==> config.mk <==
export PLATFORM = sky130hd
export DESIGN_NAME = display_scan_ctrl
export DESIGN_NICKNAME = d
export VERILOG_FILES = /design/src/rtl/display_scan_ctrl.sv
export SDC_FILE = /design/constraint.sdc
export NUM_CORES = 1
export LEC_CHECK = 0
export CAP_MARGIN = 20
export CORE_ASPECT_RATIO = 1.25
export CORE_MARGIN = 2
export CORE_UTILIZATION = 45
export DETAILED_ROUTE_END_ITERATION = 8
export PLACE_DENSITY = 0.66
export SETUP_SLACK_MARGIN = 0.1
export SLEW_MARGIN = 20
export SYNTH_ARGS = -nofsm -noshare
export SYNTH_HDL_FRONTEND = slang
export SYNTH_SLANG_ARGS = --single-unit
==> constraint.sdc <==
create_clock -name clk -period 2.57 [get_ports clk]
set_clock_uncertainty 0.15 [all_clocks]
set_input_delay 0.257 -clock clk [delete_from_list [all_inputs] [get_ports clk]]
set_output_delay 0.257 -clock clk [all_outputs]
set_load 0.01 [all_outputs]
==> src/rtl/display_scan_ctrl.sv <==
// Scans a shared 3-input segment decoder across NUM_DIGITS common-anode digits,
// with a blanking gap before each slot and frame-aligned double-buffered codes.
module display_scan_ctrl #(
    parameter int unsigned NUM_DIGITS   = 4,
    parameter int unsigned PRESCALE     = 50000,
    parameter int unsigned BLANK_CYCLES = 16
) (
    input  logic                      clk,
    input  logic                      rst_n,
    input  logic                      en,
    input  logic                      upd_strobe,
    input  logic [3*NUM_DIGITS-1:0]   upd_codes,
    input  logic [NUM_DIGITS-1:0]     digit_mask,
    output logic                      dec_a,
    output logic                      dec_b,
    output logic                      dec_c,
    output logic [NUM_DIGITS-1:0]     digit_sel,
    output logic                      upd_busy,
    output logic                      frame_tick
);

    localparam int unsigned CODE_W  = 3 * NUM_DIGITS;
    localparam int unsigned IDX_W   = $clog2(NUM_DIGITS);
    localparam int unsigned CNT_MAX = (PRESCALE > BLANK_CYCLES) ? PRESCALE : BLANK_CYCLES;
    localparam int unsigned CNT_W   = $clog2(CNT_MAX + 1);

    localparam logic [CNT_W-1:0] BLANK_LAST = CNT_W'(BLANK_CYCLES - 1);
    localparam logic [CNT_W-1:0] SHOW_LAST  = CNT_W'(PRESCALE - 1);
    localparam logic [IDX_W-1:0] IDX_LAST   = IDX_W'(NUM_DIGITS - 1);

    typedef enum logic [1:0] {
        ST_IDLE  = 2'd0,
        ST_BLANK = 2'd1,
        ST_SHOW  = 2'd2
    } state_e;

    state_e                  state_q, state_d;
    logic [IDX_W-1:0]        idx_q, idx_d;
    logic [CNT_W-1:0]        cnt_q, cnt_d;
    logic [CODE_W-1:0]       shadow_q, shadow_d;
    logic [CODE_W-1:0]       staging_q, staging_d;
    logic                    busy_q, busy_d;
    logic                    tick_q, tick_d;
    logic [2:0]              dec_q, dec_d;
    logic [NUM_DIGITS-1:0]   sel_q, sel_d;
    logic [2:0]              cur_code;

    // State and output registers
    always_ff @(posedge clk) begin
        if (!rst_n) begin
            state_q   <= ST_IDLE;
            idx_q     <= '0;
            cnt_q     <= '0;
            shadow_q  <= '0;
            staging_q <= '0;
            busy_q    <= 1'b0;
            tick_q    <= 1'b0;
            dec_q     <= '0;
            sel_q     <= '1;
        end else begin
            state_q   <= state_d;
            idx_q     <= idx_d;
            cnt_q     <= cnt_d;
            shadow_q  <= shadow_d;
            staging_q <= staging_d;
            busy_q    <= busy_d;
            tick_q    <= tick_d;
            dec_q     <= dec_d;
            sel_q     <= sel_d;
        end
    end

    // Next-state, update handshake and registered-output logic
    always_comb begin
        state_d   = state_q;
        idx_d     = idx_q;
        cnt_d     = cnt_q;
        shadow_d  = shadow_q;
        staging_d = staging_q;
        busy_d    = busy_q;
        tick_d    = 1'b0;
        dec_d     = dec_q;
        sel_d     = '1;
        cur_code  = '0;

        // The frame boundary is the cycle frame_tick is high; a strobe there
        // (or while idle) bypasses staging so it is never shadowed by older data.
        if (state_q == ST_IDLE || tick_q) begin
            if (upd_strobe) begin
                shadow_d = upd_codes;
                busy_d   = 1'b0;
            end else if (tick_q && busy_q) begin
                shadow_d = staging_q;
                busy_d   = 1'b0;
            end
        end else if (upd_strobe) begin
            staging_d = upd_codes;
            busy_d    = 1'b1;
        end

        for (int unsigned i = 0; i < NUM_DIGITS; i++) begin
            if (idx_q == IDX_W'(i)) begin
                cur_code = shadow_d[3*i +: 3];
            end
        end

        case (state_q)
            ST_IDLE: begin
                if (en) begin
                    idx_d   = '0;
                    cnt_d   = '0;
                    state_d = ST_BLANK;
                end
            end
            ST_BLANK: begin
                dec_d = cur_code;
                if (cnt_q == BLANK_LAST) begin
                    cnt_d   = '0;
                    state_d = ST_SHOW;
                end else begin
                    cnt_d = cnt_q + CNT_W'(1);
                end
            end
            ST_SHOW: begin
                for (int unsigned i = 0; i < NUM_DIGITS; i++) begin
                    if (idx_q == IDX_W'(i) && digit_mask[i]) begin
                        sel_d[i] = 1'b0;
                    end
                end
                if (cnt_q == SHOW_LAST) begin
                    cnt_d = '0;
                    if (idx_q == IDX_LAST) begin
                        idx_d  = '0;
                        tick_d = 1'b1;
                    end else begin
                        idx_d = idx_q + IDX_W'(1);
                    end
                    state_d = en ? ST_BLANK : ST_IDLE;
                end else begin
                    cnt_d = cnt_q + CNT_W'(1);
                end
            end
            default: begin
                state_d = ST_IDLE;
            end
        endcase
    end

    assign dec_a      = dec_q[2];
    assign dec_b      = dec_q[1];
    assign dec_c      = dec_q[0];
    assign digit_sel  = sel_q;
    assign upd_busy   = busy_q;
    assign frame_tick = tick_q;

endmodule

==> flow_metrics.py, run 1 <==
metrics = {
    "power_and_ir_drop": {
        "leakage_nw": 1.12,
        "ir_drop_v": 0.000405,
        "power.density_nw_per_um2": 683,
    },
    "cts": {
        "cts_root_buf": "clkbuf_8",
        "cts_max_level": 2,
        "cts_buffers": 5,
        "holdBufCountCts": 0,
        "path_clk_slew_ns": 0.09,
        "insertion_delay_ns": 0.31,
        "tritoncts": "built",
        "cts_buffer_depth": 2,
        "cts.sinks": 53,
    },
    "worst_setup_path": {
        "crit_type": "flop to flop",
        "path_max_fanout": 7,
        "crit_required_ns": 2.64,
        "r2r_end": "cnt_q[10]$_SDFFE_PN0P_",
        "rrSetupSlack_ns": 0.25,
        "arrival_ns": 2.39,
        "critPathCaptureType": "flop",
        "rr_startpoint": "state_q[0]$_SDFFE_PN0P_",
        "startpoint_type": "flop",
        "reg2reg_depth": 7,
    },
    "die": {
        "die_area_um2": 6240,
        "start_util": 0.465,
        "dieWidth_um": 71.0,
        "num_io_pins": 29,
        "num_rows": 30,
        "coreArea_um2": 5440,
        "die_y_um": 87.8,
    },
    "logic_synthesis": {
        "seq_area_frac_synth": 0.420,
        "syn-num-nets": 291,
        "ys.flop_type": "dfxtp_1",
        "syn-instance-count": 261,
        "yosysTopAreaCellShare": 0.420,
        "ys_async_sr_fraction": 0,
        "ys_types": 48,
        "synth_top_area_cell": "dfxtp_1",
        "synth-seq-cells": 53,
        "ys_top_cells_by_area": "dfxtp_1, mux2i_1, ha_1",
        "syn_area_um2": 2530,
        "yosysWarnings": 0,
        "synth_edf_count": 0,
        "syn_area_per_cell_um2": 9.69,
    },
    "global_route": {
        "grt_pass1_wl_um": 9260,
        "grt_usage": 0.188,
        "grt_max_degree": 21,
        "antenna_found_initial": 0,
        "grt_pass1_vias": 2076,
        "grt-ovfl-total": 0,
    },
    "timing": {
        "setup_slack_ns": 0.253,
        "max_freq_mhz": 432,
        "worstMarginPinSlew_ns": 0.538,
        "rsz0062_at_grt": "true",
        "max-slew-margin-rel": 0.639,
        "fin_crit_sh": 0.901,
        "fin_tns_setup_ns": 0,
        "slew_violations": 0,
        "period_needed_ns": 2.32,
        "finalSetupViolCount": 0,
        "finalHoldViolCount": 0,
    },
    "place": {
        "placed_area_um2": 2920,
        "place_hpwl_um": 4100,
        "dp_cells": 353,
        "io_buffers": 28,
        "gp_congestion": 0.830,
        "pre_cts_slack_ns": 0.199,
    },
    "finish": {
        "fillerInstances": 520,
        "stdcell_area_um2": 3050,
        "nets": 326,
        "final_cell_count_no_fill": 361,
        "drive_above_1_share": 0.118,
        "register_area_um2": 1060,
        "multi_input_area_um2": 1400,
        "n_antenna_cell": 0,
        "area_growth_syn_to_layout_pct": 20.8,
        "layout_common_cells": "dfxtp_1, clkdlybuf4s50_1, nor2_1, mux2i_1, a211oi_1",
        "final_common_cell": "dfxtp_1",
    },
    "routing": {
        "dr.pass1.iters": 4,
        "drt_iter0_drc": 118,
        "drc": 0,
        "drt_wl_total_um": 5590,
        "num_vias": 2068,
        "antenna_left": 0,
        "viasPerCell": 5.73,
        "avgRoutedWirePerCell_um": 15.5,
    },
    "hold_path": {
        "min_path_type": "input port to flop",
        "min_path_cells": 2,
        "min_to": "digit_sel[3]$_SDFF_PN1_",
        "hp-start": "digit_mask[3]",
    },
    "status": {
        "status": "finished clean",
    },
    "flow_run": {
        "drv_cap": 0,
    },
}
-- area by class of cell --
type | count | share of cell area
clock buffers | 6 | 0.0270
clock inverters | 2 | 0.0123
inverters | 6 | 0.00737
multi-input cells | 190 | 0.458
flip-flops and latches | 53 | 0.347
well taps | 64 | 0.0262
repair buffers | 40 | 0.121
-- worst max-delay path, cell delays in order (launching register included) --
cell,delay [ns]
dfxtp_1,0.41
inv_1,0.10
ha_1,0.31
nor2b_1,0.26
nor4b_4,0.42
and4b_1,0.24
o21ai_0,0.09
a221oi_1,0.26
-- flip-flops by register name (all words and copies together) (netlist names) --
| name | count |
|---|---|
| upd_busy | 1 |
| cnt_q | 16 |
| dec_q | 3 |
| idx_q | 2 |
| state_q | 2 |
| digit_sel | 4 |
| shadow_q | 12 |
| frame_tick | 1 |
| staging_q | 12 |
-- Yosys cell counts, types with 5 or more instances --
library cell	instances
inv_1	6
nor3_1	6
clkbuf_1	7
mux2i_1	19
nand4_1	10
o21ai_0	13
mux2_2	6
nor2b_1	5
xor2_1	11
ha_1	10
dfxtp_1	53
a211oi_1	14
and3_1	6
nand2_1	11
nor2_1	23
-- worst max path at each step --
stage,from,endpoint,depth (start not counted)
floorplan,state_q[0]$_SDFFE_PN0P_,cnt_q[13]$_SDFFE_PN0P_,7
global placement,state_q[0]$_SDFFE_PN0P_,cnt_q[10]$_SDFFE_PN0P_,7
detailed placement,state_q[0]$_SDFFE_PN0P_,cnt_q[10]$_SDFFE_PN0P_,7
CTS,state_q[0]$_SDFFE_PN0P_,cnt_q[10]$_SDFFE_PN0P_,7
global route,state_q[1]$_SDFFE_PN0P_,cnt_q[10]$_SDFFE_PN0P_,7
finish,state_q[0]$_SDFFE_PN0P_,cnt_q[10]$_SDFFE_PN0P_,7
-- repair_timing --
item	CTS	global route
endpoints found under the setup margin	0	5
setup buffers	0	0
gates resized for setup	0	3
-- report_power, final --
group | switching, mW | total [mW] | internal (mW)
sequential | 0.0421 | 0.937 | 0.895
clock | 0.275 | 0.592 | 0.317
combinational | 0.308 | 0.557 | 0.249
-- through the flow --
step                utilization  hold WS, ns  power [mW]
floorplan                     -        0.169        1.33
global placement          0.537        0.318        1.50
detailed placement        0.537        0.331        1.51
CTS                       0.559        0.269        2.11
global route              0.561        0.269        2.20
finish                    0.561        0.272        2.09
-- cell families after synthesis --
group,Yosys count,synth area share
DFF,53,0.420
and+or+nand+nor,89,0.202
muxes,25,0.102
AOI/OAI and AO/OA,52,0.145
adders and majority gates,10,0.0495
xor gates and xnor gates,14,0.0485
buffers and inverters,18,0.0332
-- per-layer routing --
layer	vias up	track usage	share of wire
met3	14	0.0345	0.025
met2	30	0.346	0.52
met5	-	0	0
met1	990	0.203	0.42
met4	0	0.103	0.033
li1	1034	-	-
(Power assumes the default switching activity.)
==> run 2: changes to the inputs <==
CORE_MARGIN = 5   (was 2)
CORE_UTILIZATION = 55   (was 45)
PLACE_DENSITY = 0.78   (was 0.66)
==> run 2 against run 1 <==
Global-route usage up 0.24 points. Design area shrank 0.70%. Largest power group unchanged. Non-clock buffer count down 1. Total power down 0.72%. Critical path depth is the same. Wire length shrank 1.0%. Core utilization grew 12 points. Critical endpoint is now dec_q[1]$_SDFFE_PN0P_. Flip-flop and latch count stayed put. Critical path type unchanged.
==> flow_metrics.py, run 2 (synthesis results as in run 1) <==
metrics = {
    "global_route": {
        "grt_pass1_vias": 2097,
        "grt_max_degree": 16,
        "antenna_found_initial": 0,
        "grt_usage": 0.191,
        "grt_pass1_wl_um": 9260,
        "grt-ovfl-total": 0,
    },
    "cts": {
        "tritoncts": "built",
        "postCtsSetupBuffers": 0,
        "path_clk_slew_ns": 0.09,
        "cts_max_level": 2,
        "insertion_delay_ns": 0.31,
        "cts_root_buf": "clkbuf_8",
        "cts.sinks": 53,
        "cts_buffers": 5,
        "cts_buffer_depth": 2,
    },
    "timing": {
        "max-slew-margin-rel": 0.486,
        "slew_violations": 0,
        "fin_crit_sh": 0.889,
        "period_needed_ns": 2.28,
        "finalHoldViolCount": 0,
        "finalSetupViolCount": 0,
        "worstMarginPinSlew_ns": 0.763,
        "rsz0062_at_grt": "false",
        "max_freq_mhz": 438,
        "fin_tns_setup_ns": 0,
    },
    "die": {
        "num_io_pins": 29,
        "die_y_um": 85.8,
        "coreArea_um2": 4430,
        "die_area_um2": 6060,
        "start_util": 0.571,
        "num_rows": 27,
        "dieWidth_um": 70.6,
    },
    "worst_setup_path": {
        "r2r_end": "dec_q[1]$_SDFFE_PN0P_",
        "endpoint": "dec_q[1]$_SDFFE_PN0P_",
        "crit_required_ns": 2.63,
        "reg2reg_depth": 7,
        "rrSetupSlack_ns": 0.29,
        "rr_startpoint": "state_q[0]$_SDFFE_PN0P_",
        "critPathLaunch": "state_q[0]$_SDFFE_PN0P_",
        "path_max_fanout": 9,
        "startpoint_type": "flop",
        "arrival_ns": 2.34,
        "critPathCaptureType": "flop",
        "crit_type": "flop to flop",
    },
    "routing": {
        "wl_met2_um": 2910,
        "drc": 0,
        "antenna_left": 0,
        "top_layer": "met4",
        "avgRoutedWirePerCell_um": 15.6,
        "viasPerCell": 5.93,
        "drt_wl_total_um": 5530,
        "num_vias": 2100,
        "met3WireLength_um": 229,
        "dr.pass1.iters": 4,
        "met1_length_um": 2280,
        "drt_iter0_drc": 120,
    },
    "finish": {
        "final_cell_count_no_fill": 354,
        "final_common_cell": "dfxtp_1",
        "layout_common_cells": "dfxtp_1, clkdlybuf4s50_1, nor2_1, mux2i_1, a211oi_1",
        "largest_register_ffs": 16,
        "nets": 325,
        "area_growth_syn_to_layout_pct": 19.9,
        "final_util": 0.685,
        "regMostFlops": "cnt_q",
        "drive_above_1_share": 0.108,
        "top_regs": "cnt_q: 16 flops, shadow_q: 12 flops, staging_q: 12 flops",
        "n_antenna_cell": 0,
    },
    "place": {
        "dp_cells": 346,
        "place_hpwl_um": 4030,
        "io_buffers": 28,
        "gp_congestion": 0.913,
    },
    "hold_path": {
        "min_path_type": "input port to flop",
    },
    "flow_run": {
        "drv_cap": 0,
    },
    "power_and_ir_drop": {
        "leakage_nw": 1.12,
        "power.density_nw_per_um2": 683,
        "ir_drop_v": 0.000511,
    },
    "status": {
        "status": "finished clean",
    },
}
==> run 2: cell types whose count changed in the layout (fill, tap and decap cells not counted), sizes merged <==
| cell | change |
|---|---|
| clkbuf | +1 |
| buf | -1 |
| clkinvlp | -1 |
==> run 2: repair_timing <==
action | 4_1_cts | 5_1_grt
resized for setup | 0 | 1
endpoints found under the setup margin | 0 | 3
hold buffers | 0 | 0
==> run 2: cell type report <==
class,count,area (µm²)
Clock buffer,7,86.3
Inverter,6,22.5
Tap cell,58,72.6
Sequential cell,53,1060
Multi-Input combinational cell,190,1400
Timing Repair Buffer,39,363
Fill cell,344,1390
Clock inverter,1,30.0
==> run 2: worst max-delay path, stage by stage (launching register included) <==
cell and delay (ns):
dfxtp_1 0.35, inv_1 0.10, ha_1 0.30, nand2_1 0.17, nand2_1 0.39, mux2i_1 0.31, o221ai_1 0.16, a32o_1 0.26
==> run 2: power breakdown <==
part | total [mW] | internal [mW] | switching [mW]
Sequential | 0.935 | 0.895 | 0.0395
Clock | 0.589 | 0.318 | 0.271
Combinational | 0.547 | 0.242 | 0.305
Total | 2.07 | 1.46 | 0.616
==> run 2: through the flow <==
stage	setup WS, ns	power [mW]	hold WS, ns	area [µm²]
finish	0.287	2.07	0.269	3030
global route	0.0979	2.18	0.269	3030
CTS	0.170	2.07	0.269	3020
detailed placement	0.183	1.50	0.327	2910
global placement	0.190	1.49	0.319	2910
floorplan	0.346	1.33	0.169	2530
==> run 2: how the worst min path moves through the flow <==
| stage | depth (start not counted) | startpoint | end | slack (ns) |
|---|---|---|---|---|
| after floorplan | 1 | digit_mask[3] | digit_sel[3]$_SDFF_PN1_ | 0.17 |
| after global placement | 2 | staging_q[1]$_SDFFE_PN0P_ | staging_q[1]$_SDFFE_PN0P_ | 0.32 |
| after detailed placement | 2 | shadow_q[3]$_SDFF_PN0_ | shadow_q[3]$_SDFF_PN0_ | 0.33 |
| after CTS | 2 | digit_mask[3] | digit_sel[3]$_SDFF_PN1_ | 0.27 |
| after global routing | 2 | digit_mask[3] | digit_sel[3]$_SDFF_PN1_ | 0.27 |
| final | 2 | digit_mask[3] | digit_sel[3]$_SDFF_PN1_ | 0.27 |
==> run 2: routing by layer <==
layer | vias up | GRT usage
met5 | - | 0
met4 | 0 | 0.0667
met3 | 13 | 0.0492
met2 | 53 | 0.353
met1 | 1007 | 0.208
li1 | 1027 | -
